## config.mk

```make
export PLATFORM = sky130hd
export DESIGN_NAME = mreg_reader
export DESIGN_NICKNAME = d
export VERILOG_FILES = /design/src/rtl/mreg_pkg.sv /design/src/rtl/mreg_out_stage.sv /design/src/rtl/mreg_reader.sv
export SDC_FILE = /design/constraint.sdc
export NUM_CORES = 1
export LEC_CHECK = 0
export ABC_AREA = 1
export CAP_MARGIN = 20
export CORE_UTILIZATION = 35
export DETAILED_ROUTE_END_ITERATION = 8
export HOLD_SLACK_MARGIN = 0.05
export SLEW_MARGIN = 20
export SYNTH_ARGS = -nofsm -noshare
export SYNTH_HDL_FRONTEND = slang
export SYNTH_HIERARCHICAL = 1
export SYNTH_SLANG_ARGS = --single-unit
```

## constraint.sdc

```tcl
create_clock -name clk_i -period 4 [get_ports clk_i]
set_input_delay 0.4 -clock clk_i [delete_from_list [all_inputs] [get_ports clk_i]]
set_output_delay 0.4 -clock clk_i [all_outputs]
set_load 0.05 [all_outputs]
```

## src/rtl/mreg_pkg.sv

```systemverilog
// Shared constants for the mul_reg read path: FSM state encoding and default entry geometry.
package mreg_pkg;

    localparam logic [1:0] S_IDLE  = 2'd0;
    localparam logic [1:0] S_READ  = 2'd1;
    localparam logic [1:0] S_DRAIN = 2'd2;
    localparam logic [1:0] S_DONE  = 2'd3;

    localparam int MREG_I_WIDTH   = 8;
    localparam int MREG_F_WIDTH   = 8;
    localparam int MREG_N         = 3;
    localparam int MREG_REP_WIDTH = 4;

endpackage

```

## src/rtl/mreg_out_stage.sv

```systemverilog
// Output register slot for mreg_reader: holds data/address/valid while downstream stalls.
module mreg_out_stage #(
    parameter int W  = 16,
    parameter int AW = 2
) (
    input  logic                 clk_i,
    input  logic                 rst_n_i,
    input  logic                 load_i,
    input  logic                 load_vld_i,
    input  logic                 clr_i,
    input  logic                 ready_i,
    input  logic signed [W-1:0]  data_i,
    input  logic [AW-1:0]        addr_i,
    output logic signed [W-1:0]  data_o,
    output logic [AW-1:0]        addr_o,
    output logic                 valid_o,
    output logic                 slot_free_o
);

    logic signed [W-1:0] data_q, data_d;
    logic [AW-1:0]       addr_q, addr_d;
    logic                valid_q, valid_d;

    assign slot_free_o = !valid_q || ready_i;

    // A load with load_vld_i=0 (skipped entry) still retires the current beat.
    always_comb begin
        data_d  = data_q;
        addr_d  = addr_q;
        valid_d = valid_q;
        if (load_i) begin
            valid_d = load_vld_i;
            if (load_vld_i) begin
                data_d = data_i;
                addr_d = addr_i;
            end
        end else if (clr_i) begin
            valid_d = 1'b0;
        end
    end

    always_ff @(posedge clk_i or negedge rst_n_i) begin
        if (!rst_n_i) begin
            data_q  <= '0;
            addr_q  <= '0;
            valid_q <= 1'b0;
        end else begin
            data_q  <= data_d;
            addr_q  <= addr_d;
            valid_q <= valid_d;
        end
    end

    assign data_o  = data_q;
    assign addr_o  = addr_q;
    assign valid_o = valid_q;

endmodule

```

## src/rtl/mreg_reader.sv

```systemverilog
// Streams L entries of a register file P times through a valid/ready slot.
// Define MREG_READER_ZERO_SKIP_EN to drop zero-valued entries instead of emitting them.
module mreg_reader
    import mreg_pkg::*;
#(
    parameter int I_WIDTH     = MREG_I_WIDTH,
    parameter int F_WIDTH     = MREG_F_WIDTH,
    parameter int N           = MREG_N,
    parameter int ADDRS_WIDTH = $clog2(N),
    parameter int REP_WIDTH   = MREG_REP_WIDTH
) (
    input  logic                                 clk_i,
    input  logic                                 rst_n_i,
    input  logic                                 start_i,
    input  logic [ADDRS_WIDTH:0]                 len_i,
    input  logic [REP_WIDTH-1:0]                 rep_i,
    output logic [ADDRS_WIDTH-1:0]               mreg_rd_addrs_o,
    input  logic signed [I_WIDTH+F_WIDTH-1:0]    rd_data_i,
    output logic signed [I_WIDTH+F_WIDTH-1:0]    data_o,
    output logic [ADDRS_WIDTH-1:0]               data_addrs_o,
    output logic                                 valid_o,
    input  logic                                 ready_i,
    output logic                                 busy_o,
    output logic                                 done_o
);

    localparam int W = I_WIDTH + F_WIDTH;
    localparam logic [ADDRS_WIDTH:0] N_CAP = (ADDRS_WIDTH+1)'(N);
    localparam logic [ADDRS_WIDTH:0] ONE   = (ADDRS_WIDTH+1)'(1);

    logic [1:0]             state_q, state_d;
    logic [ADDRS_WIDTH-1:0] addr_q, addr_d;
    logic [ADDRS_WIDTH:0]   len_q, len_d;
    logic [REP_WIDTH-1:0]   rep_q, rep_d;
    logic [REP_WIDTH-1:0]   pass_q, pass_d;

    logic                   slot_free;
    logic                   load_en;
    logic                   clr_vld;
    logic                   is_zero;
    logic                   last_addr;
    logic                   last_pass;
    logic [ADDRS_WIDTH:0]   len_clamped;

    assign len_clamped = (len_i > N_CAP) ? N_CAP : len_i;
    assign last_addr   = ({1'b0, addr_q} == (len_q - ONE));
    assign last_pass   = (pass_q == rep_q);

`ifdef MREG_READER_ZERO_SKIP_EN
    assign is_zero = (rd_data_i == '0);
`else
    assign is_zero = 1'b0;
`endif

    always_comb begin
        state_d = state_q;
        addr_d  = addr_q;
        len_d   = len_q;
        rep_d   = rep_q;
        pass_d  = pass_q;
        load_en = 1'b0;
        clr_vld = 1'b0;
        case (state_q)
            S_IDLE: begin
                if (start_i) begin
                    len_d   = len_clamped;
                    rep_d   = rep_i;
                    addr_d  = '0;
                    pass_d  = '0;
                    state_d = (len_clamped == '0) ? S_DONE : S_READ;
                end
            end
            S_READ: begin
                if (slot_free) begin
                    load_en = 1'b1;
                    if (last_addr) begin
                        addr_d = '0;
                        pass_d = pass_q + 1'b1;
                        if (last_pass) begin
                            state_d = S_DRAIN;
                        end
                    end else begin
                        addr_d = addr_q + 1'b1;
                    end
                end
            end
            S_DRAIN: begin
                if (slot_free) begin
                    clr_vld = 1'b1;
                    state_d = S_DONE;
                end
            end
            S_DONE:  state_d = S_IDLE;
            default: state_d = S_IDLE;
        endcase
    end

    always_ff @(posedge clk_i or negedge rst_n_i) begin
        if (!rst_n_i) begin
            state_q <= S_IDLE;
            addr_q  <= '0;
            len_q   <= '0;
            rep_q   <= '0;
            pass_q  <= '0;
        end else begin
            state_q <= state_d;
            addr_q  <= addr_d;
            len_q   <= len_d;
            rep_q   <= rep_d;
            pass_q  <= pass_d;
        end
    end

    mreg_out_stage #(
        .W  (W),
        .AW (ADDRS_WIDTH)
    ) u_out (
        .clk_i       (clk_i),
        .rst_n_i     (rst_n_i),
        .load_i      (load_en),
        .load_vld_i  (!is_zero),
        .clr_i       (clr_vld),
        .ready_i     (ready_i),
        .data_i      (rd_data_i),
        .addr_i      (addr_q),
        .data_o      (data_o),
        .addr_o      (data_addrs_o),
        .valid_o     (valid_o),
        .slot_free_o (slot_free)
    );

    assign mreg_rd_addrs_o = addr_q;
    assign busy_o          = (state_q != S_IDLE);
    assign done_o          = (state_q == S_DONE);

endmodule

```

==> flow_summary.toml <==
[routing]
ant_nets = 0
drc = 0
drt_first_pass_iters = 4
drt_iter0_drc = 64
routedWlPerCell_um = 10.7
via_per_inst = 4.39
num_vias = 1443
drt_wl_total_mm = 3.53

[floorplan]
core-area_um2 = 4790
start_util_pct = 36.9
num_rows = 25
design.die.area_um2 = 5330
die_width_um = 73.0
die-height_um = 73.0
num_io_pins = 50

[global_routing]
grt_pass1_wl_mm = 6.19
antenna_found_initial = 0
first_global_vias = 1399
grt_usage_pct = 15.1
grt_overflow_total = 0
grt_max_degree = 35

[timing]
fin_tns_setup_ns = 0
period_share_pct = 57.9
finalHoldViolCount = 0
worst_pin_slew_ns = 0.662
skew_ns = 0.00583
report.final.slew_viol_count = 0
rsz0062_at_grt = "false"
setup_violations = 0
clock.fmax_mhz = 432
final.min_clock_period_ns = 2.32
slew_headroom_pct = 55.8

[yosys]
synth_flop_cell = "dfrtp_1"
synth_cells = 211
synth_top_area_cell = "dfrtp_1"
syn_nets = 245
synth_area_um2 = 1770
post-synth-top-count-cell = "nand2_1"
ys_seq_area_share_pct = 48.2
yosys.area.top_type_share_pct = 48.2
synth.avg_cell_area_um2 = 8.37
synth_area_leaders = "dfrtp_1, nand2_1, nand3_1, ha_1, inv_1"
ys_types = 25
yosys_warnings = 6
synth_edf_count = 0
synth_common_cells = "nand2_1, dfrtp_1, inv_1, nand3_1, o21ai_0"
synth-seq-cells = 34
synthArstFlopShare_pct = 100

[pwr]
peakVddDrop_uv = 339
power_frac_seq_pct = 29.9
total_power_mw = 1.97
pwr_density_cell_nw_per_um2 = 840
combPwrFrac_pct = 57.9
clockPowerShare_pct = 12.2
switching_power_uw = 976
p_sw_share_pct = 49.7
p_int_uw = 989
power_leakage_nw = 1.18

[setup_path]
crit_top_cell = "inv_1"
worst_setup_path_end_kind = "output pin"
path_max_fanout = 4
critical_path.startpoint = "state_q[0]"
slowest_stage = "clkdlybuf4s50_1"
crit_chain = "inv_1 -> ha_1 -> inv_1 -> clkdlybuf4s50_1"
r2r_start = "state_q[1]"
critical_path.startpoint_type = "register"
critPathKind = "reg -> out"
max_stage_delay_ns = 0.79
cp.arrival_ns = 1.92
worst_ep_required_time_ns = 3.60

[cts]
post_cts_buffers = 0
htree_levels = 2
cts_buffers = 5
clk_latency_ns = 0.29
tritoncts = "yes"
ctsHoldBuffers = 0
post_cts_resized = 0
cts-root-buf = "clkbuf_8"
path_clk_slew_ns = 0.07
clk_path_buf_depth = 2
cts_sinks = 34

[final_layout]
diodes = 0
drive_gt1_share_pct = 7.63
utilization_pct = 48.9
area_growth_pct = 32.6
layout.cells.non_filler = 329
nets = 296

[flow_run]
cap_violations = 0

[placed_design]
port_buffers = 49
place_congestion = 0.785
dpl.hpwl_mm = 2.53
placed_cells = 322

[worst_hold_path]
worstHoldStart = "u_out/data_o[15]"
hold_path_class = "reg -> reg"

[outcome]
run_status = "finished, final reports clean"
==> power groups by stage <==
stage	clock, mW	combinational, mW	sequential, mW
6_report	0.241	1.14	0.587
5_1_grt	0.261	1.26	0.609
4_1_cts	0.249	1.15	0.591
3_5_place_dp	0	1.15	0.596
3_3_place_gp	0	1.13	0.597
2_1_floorplan	0	0.534	0.912
==> flip-flops by register name, summed over array words and instances, names as in the netlist <==
signal and flops:
len_q 3, mreg_rd_addrs_o 2, pass_q 4, rep_q 4, state_q 2, u_out/addr_o 2
u_out/data_o 16, u_out/valid_o 1
==> cell usage in the layout, fill, tap and decap left out <==
cell and instances:
inv_2 1, nor2_1 9, a21oi_1 1, nand3_1 19
xnor2_1 1, or2_2 1, or2_0 1, conb_1 1
clkinv_2 2, clkbuf_8 5, clkinv_1 1, nor2_2 1
o22ai_1 1, nand2_4 3, nand2_2 2, o21ai_0 11
nand3_2 3, ha_1 7, nor2_4 1, a21boi_1 1
inv_1 20, clkdlybuf4s50_1 49, nand4_1 4, nand2_1 81
xor2_1 1, buf_4 1, dfrtp_1 34
==> worst max-delay path: cells and delay by family, from the launching register on <==
family | cells | cell delay, ns
DFF | 1 | 0.42
adders and majority gates | 1 | 0.25
buffers and inverters | 3 | 0.95
==> cells by family after synthesis <==
logic type      count (synthesis)  synth area share (%)
simple gates                  125                  32.0
flops                          34                  48.2
buf+inv                        28                  9.50
compound gates                 14                  4.18
fa+ha+maj                       7                  4.96
xor+xnor                        2                 0.992
other cells                     1                 0.212
==> metal layers <==
layer / vias up / part of all wire [%] / global-route usage [%]
met4: 0 / 1.4 / 7.41
met1: 638 / 49 / 20.4
met5: - / 0 / 0
met2: 42 / 43 / 22.8
li1: 758 / - / -
met3: 5 / 6.4 / 3.31
==> through the flow <==
| stage | hold slack, ns | instance area [um2] | worst slack [ns] |
|---|---|---|---|
| floorplan | 0.104 | 1770 | 2.54 |
| global placement | 0.458 | 2260 | 1.89 |
| detailed placement | 0.461 | 2260 | 1.85 |
| CTS | 0.479 | 2340 | 1.68 |
| global route | 0.487 | 2340 | 1.60 |
| finish | 0.472 | 2340 | 1.68 |
==> final timing paths <==
| check | slack [ns] | endpoint | cells past startpoint |
|---|---|---|---|
| max in group asynchronous | 3.16 | rep_q[0] | 2 |
| max reg2reg | 1.90 | u_out/data_o[5] | 7 |
| max | 1.68 | busy_o | 4 |
| min in group asynchronous | 0.52 | u_out/data_o[15] | 2 |
| min | 0.47 | u_out/data_o[15] | 2 |
| min reg2reg | 0.47 | u_out/data_o[15] | 2 |
==> layout make-up <==
| class | count | area (um2) |
|---|---|---|
| Fill cell | 495 | 2440 |
| Clock inverter | 2 | 10.0 |
| Multi-Input combinational cell | 149 | 747 |
| Clock buffer | 5 | 68.8 |
| Timing Repair Buffer | 50 | 498 |
| Sequential cell | 34 | 851 |
| Inverter | 22 | 82.6 |
| Tap cell | 67 | 83.8 |
Note: power is estimated with default switching activity, not from simulation.
